$ cat src/rtl/iecdrv_gcr_stream.sv
// iecdrv_gcr_stream: drive-side bit-cell engine for the track bit memory.
// Walks the track one bit cell per speed-zone period. In read mode it detects
// SYNC and assembles GCR bytes; in write mode it serialises bytes into the track.
module iecdrv_gcr_stream #(
    parameter int unsigned ADDRWIDTH = 13
) (
    input  logic                   clk,
    input  logic                   reset,
    input  logic                   ce,
    input  logic                   enable,
    input  logic [1:0]             speed_zone,
    input  logic                   mode,
    input  logic [ADDRWIDTH+2:0]   track_len,
    input  logic [7:0]             wr_byte,
    output logic [ADDRWIDTH+2:0]   mem_addr,
    output logic                   mem_we,
    output logic                   mem_wdata,
    input  logic                   mem_rdata,
    output logic [7:0]             rd_byte,
    output logic                   byte_ready,
    output logic                   sync_n
);

    localparam int unsigned BW       = ADDRWIDTH + 3;
    localparam int unsigned BW1      = BW + 1;
    localparam int unsigned CW       = 6;
    localparam logic [3:0]  ONES_SAT = 4'd10;

    // Registered state
    logic [CW-1:0] cell_cnt;
    logic [1:0]    zone_q;
    logic          mode_q;
    logic          rd_p1;
    logic          rd_p2;
    logic [2:0]    bit_cnt;
    logic [3:0]    ones;
    logic [7:0]    rd_shift;
    logic [7:0]    wr_shift;

    // Next-state values
    logic [2:0]    bit_cnt_d;
    logic [3:0]    ones_d;
    logic [7:0]    rd_shift_d;
    logic [7:0]    wr_shift_d;
    logic [7:0]    rd_byte_d;
    logic          mem_we_d;
    logic          mem_wdata_d;
    logic          byte_ready_d;
    logic          sync_n_d;

    // Combinational decode
    logic          tick_c;
    logic          cell_start_c;
    logic          cell_end_c;
    logic [CW-1:0] cell_last_c;
    logic [BW:0]   len_eff_c;
    logic [BW:0]   addr_inc_c;
    logic [BW-1:0] addr_next_c;
    logic          mode_chg_c;
    logic          rd_go_c;
    logic [2:0]    bit_base_c;
    logic [7:0]    wr_src_c;
    logic [7:0]    rd_new_c;
    logic [3:0]    ones_inc_c;
    logic          sync_hit_c;

    // Cell timing and address-wrap decode
    always_comb begin
        tick_c       = enable & ce;
        cell_start_c = tick_c & (cell_cnt == '0);
        // last tick index of a cell is 4*(16-zone)-1
        cell_last_c  = CW'(6'd63 - {2'b00, zone_q, 2'b00});
        cell_end_c   = tick_c & (cell_cnt == cell_last_c);
        // zero length means the full bit address space
        len_eff_c    = (track_len == '0) ? {1'b1, BW'(0)} : {1'b0, track_len};
        addr_inc_c   = {1'b0, mem_addr} + BW1'(1);
        addr_next_c  = (addr_inc_c >= len_eff_c) ? '0 : addr_inc_c[BW-1:0];
    end

    // Bit-level decode for the write serialiser and read assembler
    always_comb begin
        mode_chg_c = cell_start_c & (mode != mode_q);
        rd_go_c    = enable & rd_p2;
        bit_base_c = mode_chg_c ? 3'd0 : bit_cnt;
        // entering write mode starts from a freshly loaded byte
        wr_src_c   = (mode_chg_c & ~mode) ? wr_byte : wr_shift;
        rd_new_c   = {rd_shift[6:0], mem_rdata};
        if (!mem_rdata) begin
            ones_inc_c = '0;
        end else if (ones == ONES_SAT) begin
            ones_inc_c = ONES_SAT;
        end else begin
            ones_inc_c = ones + 4'd1;
        end
        sync_hit_c = mem_rdata & (ones_inc_c == ONES_SAT);
    end

    // Cell tick counter with per-cell zone and mode capture
    always_ff @(posedge clk or posedge reset) begin
        if (reset) begin
            cell_cnt <= '0;
            zone_q   <= '0;
            mode_q   <= 1'b1;
        end else begin
            if (cell_end_c) begin
                cell_cnt <= '0;
            end else if (tick_c) begin
                cell_cnt <= cell_cnt + CW'(1);
            end
            if (cell_start_c) begin
                zone_q <= speed_zone;
                mode_q <= mode;
            end
        end
    end

    // Track address advances once per completed cell
    always_ff @(posedge clk or posedge reset) begin
        if (reset) begin
            mem_addr <= '0;
        end else if (cell_end_c) begin
            mem_addr <= addr_next_c;
        end
    end

    // Two-stage read-latency pipeline; frozen while the drive is disabled
    always_ff @(posedge clk or posedge reset) begin
        if (reset) begin
            rd_p1 <= 1'b0;
            rd_p2 <= 1'b0;
        end else if (enable) begin
            rd_p1 <= cell_start_c & mode;
            rd_p2 <= rd_p1;
        end
    end

    // Next-state for bit counter, shifters and strobes
    always_comb begin
        bit_cnt_d    = bit_cnt;
        ones_d       = ones;
        rd_shift_d   = rd_shift;
        wr_shift_d   = wr_shift;
        rd_byte_d    = rd_byte;
        mem_wdata_d  = mem_wdata;
        mem_we_d     = 1'b0;
        byte_ready_d = 1'b0;
        sync_n_d     = enable ? sync_n : 1'b1;

        if (cell_start_c) begin
            if (!mode) begin
                mem_we_d    = 1'b1;
                mem_wdata_d = wr_src_c[7];
                ones_d      = '0;
                sync_n_d    = 1'b1;
                bit_cnt_d   = bit_base_c + 3'd1;
                if (bit_base_c == 3'd7) begin
                    wr_shift_d   = wr_byte;
                    byte_ready_d = 1'b1;
                end else begin
                    wr_shift_d = {wr_src_c[6:0], 1'b0};
                end
            end else if (mode_chg_c) begin
                bit_cnt_d = '0;
            end
        end

        if (rd_go_c) begin
            rd_shift_d = rd_new_c;
            ones_d     = ones_inc_c;
            if (sync_hit_c) begin
                sync_n_d  = 1'b0;
                bit_cnt_d = '0;
            end else begin
                sync_n_d  = 1'b1;
                bit_cnt_d = bit_cnt + 3'd1;
                if (bit_cnt == 3'd7) begin
                    rd_byte_d    = rd_new_c;
                    byte_ready_d = 1'b1;
                end
            end
        end
    end

    // Register bit-level state and outputs
    always_ff @(posedge clk or posedge reset) begin
        if (reset) begin
            bit_cnt    <= '0;
            ones       <= '0;
            rd_shift   <= '0;
            wr_shift   <= '0;
            rd_byte    <= '0;
            mem_we     <= 1'b0;
            mem_wdata  <= 1'b0;
            byte_ready <= 1'b0;
            sync_n     <= 1'b1;
        end else begin
            bit_cnt    <= bit_cnt_d;
            ones       <= ones_d;
            rd_shift   <= rd_shift_d;
            wr_shift   <= wr_shift_d;
            rd_byte    <= rd_byte_d;
            mem_we     <= mem_we_d;
            mem_wdata  <= mem_wdata_d;
            byte_ready <= byte_ready_d;
            sync_n     <= sync_n_d;
        end
    end

endmodule

$ cat config.mk
export PLATFORM = sky130hd
export DESIGN_NAME = iecdrv_gcr_stream
export DESIGN_NICKNAME = d
export VERILOG_FILES = /design/src/rtl/iecdrv_gcr_stream.sv
export SDC_FILE = /design/constraint.sdc
export NUM_CORES = 1
export LEC_CHECK = 0
export ABC_CLOCK_PERIOD_IN_PS = 3800
export BUFFER_PORTS_ARGS = -buffer_cell sky130_fd_sc_hd__buf_4
export CELL_PAD_IN_SITES_DETAIL_PLACEMENT = 1
export CELL_PAD_IN_SITES_GLOBAL_PLACEMENT = 1
export CORE_MARGIN = 3
export CORE_UTILIZATION = 35
export DETAILED_ROUTE_END_ITERATION = 16
export PLACE_DENSITY = 0.78
export SYNTH_ARGS = -nofsm -noshare
export SYNTH_HDL_FRONTEND = slang
export SYNTH_SLANG_ARGS = --single-unit
$ cat constraint.sdc
create_clock -name clk -period 3.8 [get_ports clk]
set_input_delay 0.57 -clock clk [delete_from_list [all_inputs] [get_ports clk]]
set_output_delay 0.57 -clock clk [all_outputs]
set_load 0.05 [all_outputs]
# == Word-level counts from Yosys, hierarchy flattened ==
# Cells that the tools add are included.
# totals
out_inout_bits,28
regBits,61
# classes
n_reduce_logical,7
n_bitwise,10
addsub,6
n_lt_le_gt_ge,1
n_eq_ne,7
mux,29
# op_table
operator,n
$mux 4,5
$add 16x1->17 const B,1
$ge 17x17->1,1
$mux 17,1
$logic_not 16->1,1
$mux 16,1
$mux 8,2
$mux 3,5
$mux 1,13
$mux 6,2
$and 1x1->1,8
$eq 4x4->1 const B,2
$add 3x1->3 const B,2
$add 6x1->6 const B,1
$eq 3x3->1 const B,2
$eq 6x6->1,1
$logic_not 6->1,1
$sub 1x5->6 const A,1
$add 4x1->4 const B,1
$reduce_and 2->1,2
$reduce_bool 2->1,2
$reduce_and 3->1,1
$ne 2x1->1 const B,1
$not 1->1,2
$ne 1x1->1,1

# == Depth between registers and ports, before layout ==
# Gate-level depths: netlist (run 1).
# logic_depth
word_depth,11
depth_mapped,14
depth_no_buf,12

# == Worst setup path after synthesis (run 1) ==
# Ideal clock, no wire load.
# synth_timing
path_type,register to register
start,reg mem_addr[0]
end,reg mem_addr[2]
arrival_time_ps,3631
path_stages_with_launch,15
slack_ps,87
required_ps,3717
path_buffers,2
cell_sequence,dfrtp_1 > ha_1 > nand3_1 > or4_1 > clkbuf_1 > nor2_2 > nand3_1 > xnor2_1 > ha_1 > a21oi_1 > nor2_1 > a211oi_1 > clkbuf_1 > nand3_1 > o22ai_1
# synth_between
elab_chain_cells,3
# synth_lines
element,line_no,text
"start, declared",15,"output logic [ADDRWIDTH+2:0] mem_addr,"
"start signal, assigned",122,mem_addr <= addr_next_c;
$add 16x1->17 *,76,"addr_inc_c = {1'b0, mem_addr} + BW1'(1);"
$ge 17x17->1,77,addr_next_c = (addr_inc_c >= len_eff_c) ? '0 : addr_inc_c[BW-1:0];
$mux 16 *,77,
# Every way passes the cells marked *; elsewhere a longest branch is shown, timed or not.
# A chain may end at the register's enable or synchronous reset.

# == Worst setup path after layout (run 1) ==
# Same ends and word-level chain as after synthesis.

==> results of run 1 <==
[worst min-delay path by stage]
stage | startpoint | end | slack, ps | cells after the start
4_1_cts | enable | sync_n$_DFF_PP1_ | 360 | 2
6_report | reset | rd_p1$_DFFE_PP0P_ | 360 | 2
2_1_floorplan | wr_shift[0]$_DFFE_PP0P_ | wr_shift[0]$_DFFE_PP0P_ | 440 | 2
3_3_place_gp | wr_shift[0]$_DFFE_PP0P_ | wr_shift[0]$_DFFE_PP0P_ | 460 | 2
3_5_place_dp | rd_shift[6]$_DFFE_PP0P_ | rd_shift[6]$_DFFE_PP0P_ | 460 | 2
5_1_grt | enable | sync_n$_DFF_PP1_ | 380 | 2
[metrics by stage]
stage	util	hold slack, ps	setup slack [ps]	total power, W	std cells
floorplan	-	438	86.8	0.00126	408
global placement	0.423	458	432	0.00138	582
detailed placement	0.423	464	235	0.00142	582
CTS	0.443	365	206	0.00204	598
global route	0.443	377	22.5	0.00216	598
finish	0.443	357	251	0.00201	598
[routing by layer]
layer	routed length, um	up-vias	global-route usage
met5	0	-	0
met4	143	0	0.0496
met3	438	12	0.0466
met2	4620	59	0.285
met1	4260	1491	0.216
li1	-	1511	-
[critical path: stages, from the launching register on]
cell	delay, ps
sky130_fd_sc_hd__dfrtp_1	450
sky130_fd_sc_hd__ha_1	270
sky130_fd_sc_hd__nand3_1	210
sky130_fd_sc_hd__or4_1	590
sky130_fd_sc_hd__nor2_2	200
sky130_fd_sc_hd__nand3_1	150
sky130_fd_sc_hd__xnor2_1	170
sky130_fd_sc_hd__ha_1	310
sky130_fd_sc_hd__a21oi_1	160
sky130_fd_sc_hd__nor2_1	60
sky130_fd_sc_hd__a211oi_1	310
sky130_fd_sc_hd__buf_4	280
sky130_fd_sc_hd__nand3_1	130
sky130_fd_sc_hd__o22ai_1	180
[registers in the layout, summed over array words and instances (netlist names), 2 cells and up]
register	cells
rd_byte	8
zone_q	2
ones	4
wr_shift	8
bit_cnt	3
rd_shift	7
cell_cnt	6
mem_addr	16
[cell type report]
cell class                 count  area [um2]  share of cell area
inverter                      29         109              0.0247
sequential                    61        1530               0.346
tap                          133         166              0.0377
clock buffer                  13         159              0.0360
multi-input combinational    296        1930               0.438
timing repair buffer          63         473               0.107
clock inverter                 3        43.8             0.00992
[cell families after synthesis]
kind of cell,after synthesis
xor gates and xnor gates,22
buffers and inverters,51
adders and majority gates,26
AOI/OAI and AO/OA,69
and+or+nand+nor,157
DFF,61
muxes,22
[power breakdown]
part	switching, W	total [W]	internal (W)
clock	0.000265	0.000604	0.000339
sequential	0.000124	0.000897	0.000773
combinational	0.000276	0.000506	0.000231
[cells in the mapped netlist (all sizes together), types with 2 or more instances]
master and number:
ha 26, inv 29, nor3 2, nand3 14, a31oi 4, dfstp 2
clkbuf 20, o22ai 4, mux2i 11, a21oi 18, mux2 11, nor2 22
nand4 12, nor4 7, dfrtp 59, buf 2, xor2 9, or4 2
nand4bb 2, and3 4, xnor2 13, o211ai 6, and2 5, o21ai 24
nand2 75, a211oi 3, or3 5, o31ai 4
==> insert_results.sql, run 1 <==
INSERT INTO impl_metrics (metric_group, metric, value, unit) VALUES
('outcome', 'run_status', 'completed', ''),
('sta', 'maxClockFrequency', '0.282', 'GHz'),
('yosys', 'yosysWarnings', '0', ''),
('global_route', 'largest_net_degree_at_the_start_of_global_routing', '37', ''),
('critical_path', 'worst_r2r_path_depth', '13', ''),
('global_route', 'grt_pass1_wl', '15700', 'um'),
('yosys', 'synthAdderAreaFrac', '0.0888', ''),
('cells_and_area', 'fillerInstances', '1211', ''),
('yosys', 'primary_ff_master_synth', 'sky130_fd_sc_hd__dfrtp_1', ''),
('die', 'placeable_area', '9950', 'um2'),
('die', 'start_util', '0.368', ''),
('route', 'drc', '0', ''),
('sta', 'setup_tns', '0', 'ps'),
('route', 'number_of_routed_nets_with_antenna_violations', '0', ''),
('critical_path', 'source_of_the_worst_register_to_register_timing_path', 'mem_addr[0]$_DFFE_PP0P_', ''),
('cts', 'htreeDepth', '3', ''),
('die', 'io-pin-count', '60', ''),
('cts', 'cts.clk_slew.worst_paths', '70', 'ps'),
('sta', 'slew_violations', '0', ''),
('sta', 'slew_at_the_pin_with_the_worst_max_slew_slack', '769', 'ps'),
('placed_design', 'place.detailed.hpwl', '7020', 'um'),
('sta', 'final_min_period_over_clock_period', '0.934', ''),
('yosys', 'yosys-mux-area-fraction', '0.0639', ''),
('critical_path', 'rrSetupSlack', '250', 'ps'),
('yosys', 'synthesis.area_per_instance', '8.98', 'um2'),
('route', 'drt-vias-per-instance', '5.14', ''),
('yosys', 'asyncSetResetFlopFracSynth', '1.00', ''),
('global_route', 'globalRouteOverflowTotal', '0', ''),
('sta', 'min_period', '3550', 'ps'),
('power', 'cellLeakagePower', '2.14', 'nW'),
('global_route', 'grt_antenna_before_repair', '0', ''),
('cts', 'ctsResizeCount', '0', ''),
('critical_path', 'setup.worst_path.start_class', 'flop', ''),
('route', 'detailed_route_wire_length_per_cell', '15.8', 'um'),
('yosys', 'synth.net_count', '466', ''),
('yosys', 'synth_compound_gate_area_share', '0.114', ''),
('cts', 'clock-root-buffer', 'sky130_fd_sc_hd__clkbuf_8', ''),
('cts', 'cts_buffers', '9', ''),
('critical_path', 'worst_setup_path_startpoint', 'mem_addr[0]$_DFFE_PP0P_', ''),
('sta', 'setup_repair_after_global_routing_missed_its_margin', 'no', ''),
('run', 'drv.max_cap_violation_count', '0', ''),
('route', 'initialDrtViolationCount', '136', ''),
('power', 'power.density', '455', 'nW/um2'),
('route', 'firstDrtPassIters', '4', ''),
('critical_path', 'cp-endpoint', 'mem_addr[2]$_DFFE_PP0P_', ''),
('cells_and_area', 'final_cell_area', '4410', 'um2'),
('critical_path', 'timing.setup.critical_path_class', 'flop to flop', ''),
('global_route', 'track_usage', '0.170', ''),
('power', 'power.ir.vdd_worst', '0.203', 'mV'),
('die', 'die-height', '108', 'um'),
('critical_path', 'critPathRequiredTime', '4070', 'ps'),
('cells_and_area', 'mostFrequentLayoutCell', 'sky130_fd_sc_hd__nand2_1', ''),
('cts', 'postCtsHoldBufs', '0', ''),
('critical_path', 'crit-reg2reg-capture', 'mem_addr[2]$_DFFE_PP0P_', ''),
('critical_path', 'crit_arrival', '3820', 'ps'),
('cells_and_area', 'num-nets-final', '518', ''),
('die', 'die_w', '108', 'um'),
('yosys', 'largest_family_of_logic_cells_by_synthesized_area', 'simple AND/OR/NAND/NOR gates', ''),
('cts', 'clock_path_buffers', '2', ''),
('yosys', 'synth_enable_flop_cells', '0', ''),
('cts', 'tritoncts_num_sinks', '61', ''),
('placed_design', 'detailed_place.area', '4210', 'um2'),
('die', 'fp.dieArea', '11700', 'um2'),
('sta', 'setup_viol', '0', ''),
('die', 'placementRows', '36', ''),
('critical_path', 'critical_path_fanout_max', '13', ''),
('worst_hold_path', 'worstHoldPathType', 'primary input to asynchronous set/reset pin', ''),
('cts', 'cts_setup_buffers', '0', ''),
('sta', 'slew-limit-headroom', '0.486', ''),
('placed_design', 'port_buffers', '59', ''),
('yosys', 'synth.largest_area_cell', 'sky130_fd_sc_hd__dfrtp_1', '');
No activity file was read; power rests on OpenSTA's default activity.
==> run 2, diff against run 1 <==
--- a/config.mk
+++ b/config.mk
@@ -6,13 +6,14 @@
 export NUM_CORES = 1
 export LEC_CHECK = 0
 export ABC_CLOCK_PERIOD_IN_PS = 3800
-export BUFFER_PORTS_ARGS = -buffer_cell sky130_fd_sc_hd__buf_4
+export BUFFER_PORTS_ARGS = -buffer_cell sky130_fd_sc_hd__buf_2
 export CELL_PAD_IN_SITES_DETAIL_PLACEMENT = 1
 export CELL_PAD_IN_SITES_GLOBAL_PLACEMENT = 1
 export CORE_MARGIN = 3
 export CORE_UTILIZATION = 35
 export DETAILED_ROUTE_END_ITERATION = 16
 export PLACE_DENSITY = 0.78
+export REMOVE_ABC_BUFFERS = 1
 export SYNTH_ARGS = -nofsm -noshare
 export SYNTH_HDL_FRONTEND = slang
 export SYNTH_SLANG_ARGS = --single-unit
==> insert_results.sql, run 2 (same netlist as run 1, synthesis figures left out) <==
INSERT INTO impl_metrics (metric_group, metric, value, unit) VALUES
('cells_and_area', 'largest_register_ffs', '16', ''),
('cts', 'clock_insertion_delay_worst_skew', '350', 'ps'),
('die', 'placeable_area', '9950', 'um2'),
('die', 'io-pin-count', '60', ''),
('global_route', 'grt_pass1_vias', '3179', ''),
('worst_hold_path', 'worstHoldPathType', 'primary input to asynchronous set/reset pin', ''),
('route', 'drc', '0', ''),
('cells_and_area', 'final_cells', '600', ''),
('cells_and_area', 'num-nets-final', '521', ''),
('global_route', 'grt_pass1_wl', '15500', 'um'),
('cts', 'htreeDepth', '3', ''),
('route', 'routed_wl', '9230', 'um'),
('placed_design', 'dp_cells', '584', ''),
('route', 'number_of_routed_nets_with_antenna_violations', '0', ''),
('cells_and_area', 'final_cell_mix', 'sky130_fd_sc_hd__nand2_1, sky130_fd_sc_hd__dfrtp_1, sky130_fd_sc_hd__buf_2, sky130_fd_sc_hd__inv_1, sky130_fd_sc_hd__ha_1', ''),
('sta', 'slew_at_the_pin_with_the_worst_max_slew_slack', '824', 'ps'),
('sta', 'finalHoldViolCount', '0', ''),
('die', 'fp.dieArea', '11700', 'um2'),
('power', 'power.density', '480', 'nW/um2'),
('power', 'power.ir.vdd_worst', '0.203', 'mV'),
('cells_and_area', 'fillerInstances', '1193', ''),
('die', 'start_util', '0.368', ''),
('sta', 'setup_tns', '0', 'ps'),
('cells_and_area', 'area_growth_syn_to_layout', '18.0', '%'),
('sta', 'slew_violations', '0', ''),
('sta', 'maxClockFrequency', '0.291', 'GHz'),
('die', 'placementRows', '36', ''),
('cts', 'clock_path_buffers', '2', ''),
('cells_and_area', 'antenna_cells', '0', ''),
('power', 'cellLeakagePower', '2.13', 'nW'),
('critical_path', 'setup.worst_path.start_class', 'flop', ''),
('route', 'detailed_route_wire_length_per_cell', '15.4', 'um'),
('cts', 'tritoncts_num_sinks', '61', ''),
('global_route', 'globalRouteOverflowTotal', '0', ''),
('cts', 'clock-root-buffer', 'sky130_fd_sc_hd__clkbuf_8', ''),
('cells_and_area', 'mostFrequentLayoutCell', 'sky130_fd_sc_hd__nand2_1', ''),
('critical_path', 'critPathRequiredTime', '4070', 'ps'),
('route', 'initialDrtViolationCount', '121', ''),
('global_route', 'track_usage', '0.168', ''),
('cells_and_area', 'registers.top_by_ff_count', 'mem_addr', ''),
('sta', 'final_min_period_over_clock_period', '0.906', ''),
('cts', 'cts.clk_slew.worst_paths', '70', 'ps'),
('route', 'detailroute.via_count', '3091', ''),
('critical_path', 'timing.critical_path.to_type', 'flop', ''),
('sta', 'slew-limit-headroom', '0.450', ''),
('outcome', 'run_status', 'completed', ''),
('critical_path', 'crit_arrival', '3710', 'ps'),
('critical_path', 'timing.setup.critical_path_class', 'flop to flop', ''),
('placed_design', 'gp_congestion', '0.796', ''),
('die', 'die_w', '108', 'um'),
('global_route', 'largest_net_degree_at_the_start_of_global_routing', '38', ''),
('sta', 'clock-skew-final', '9.52', 'ps'),
('sta', 'setup_viol', '0', ''),
('route', 'firstDrtPassIters', '4', ''),
('placed_design', 'place.detailed.hpwl', '6960', 'um'),
('global_route', 'grt_antenna_before_repair', '0', ''),
('cts', 'cts_tree', 'done', ''),
('die', 'die-height', '108', 'um'),
('sta', 'setup_repair_after_global_routing_missed_its_margin', 'no', ''),
('cells_and_area', 'largest_registers', 'mem_addr x16, rd_byte x8, wr_shift x8', ''),
('route', 'drt-vias-per-instance', '5.15', ''),
('sta', 'min_period', '3440', 'ps'),
('run', 'drv.max_cap_violation_count', '0', ''),
('cts', 'cts_buffers', '9', ''),
('critical_path', 'critical_path_fanout_max', '13', ''),
('cells_and_area', 'final_core_occ', '0.434', ''),
('placed_design', 'port_buffers', '59', ''),
('cells_and_area', 'fraction_of_layout_cells_with_a_size_suffix_above_1', '0.223', '');
==> run 2: final cells by class <==
class                   instances  area (um2)  share of cell area
multi-input cells             296        1940               0.448
flip-flops and latches         61        1530               0.354
repair buffers                 66         348              0.0805
well taps                     133         166              0.0385
clock buffers                   9         124              0.0287
clock inverters                 6         111              0.0258
inverters                      29         109              0.0252
==> run 2: critical path: stages (launching register included) <==
cell	delay, ps
sky130_fd_sc_hd__dfrtp_1	470
sky130_fd_sc_hd__ha_1	290
sky130_fd_sc_hd__nand3_1	230
sky130_fd_sc_hd__or4_4	520
sky130_fd_sc_hd__nor2_2	160
sky130_fd_sc_hd__nand3_1	160
sky130_fd_sc_hd__xnor2_1	170
sky130_fd_sc_hd__ha_1	310
sky130_fd_sc_hd__a21oi_1	150
sky130_fd_sc_hd__nor2_1	50
sky130_fd_sc_hd__a211oi_1	290
sky130_fd_sc_hd__buf_4	280
sky130_fd_sc_hd__nand3_1	120
sky130_fd_sc_hd__o22ai_1	180
==> run 2: path summary, 6_finish.rpt <==
check	start	endpoint	slack, ps	cells after the start
worst max-delay path	mem_addr[0]$_DFFE_PP0P_	mem_addr[2]$_DFFE_PP0P_	360	13
worst min-delay path	reset	cell_cnt[0]$_DFFE_PP0P_	380	2
worst max register to register	mem_addr[0]$_DFFE_PP0P_	mem_addr[2]$_DFFE_PP0P_	360	13
worst min register to register	wr_shift[0]$_DFFE_PP0P_	wr_shift[0]$_DFFE_PP0P_	470	2
max in group asynchronous	reset	mode_q$_DFFE_PP1P_	2530	3
min in group clk	enable	sync_n$_DFF_PP1_	440	2
==> run 2: through the flow <==
stage	hold slack, ps	power (W)	worst slack (ps)	area, um2
final	382	0.00207	359	4320
after global routing	439	0.00223	89.5	4320
after CTS	407	0.00211	200	4300
after detailed placement	469	0.00139	215	4070
after global placement	448	0.00136	400	4070
after floorplan	438	0.00125	-462	3560
==> run 2: routing by layer <==
metal	track usage	routed length (um)	share of wire	up-vias
met5	0	0	0	-
li1	-	-	-	1522
met4	0.0658	175	0.019	0
met2	0.269	4350	0.47	55
met3	0.0322	327	0.035	14
met1	0.225	4370	0.47	1500
==> run 2: power breakdown <==
group | internal (W) | switching, W | total [W]
registers | 0.000772 | 0.000119 | 0.000891
clock network | 0.000433 | 0.000268 | 0.000701
logic | 0.000215 | 0.000266 | 0.000482
total | 0.00142 | 0.000653 | 0.00207
==> run 2: timing repair <==
| action | CTS | global route |
|---|---|---|
| gates resized for setup | 0 | 3 |
| hold buffers | 0 | 0 |
| setup endpoints to repair | 0 | 12 |
| buffers inserted | 0 | 1 |
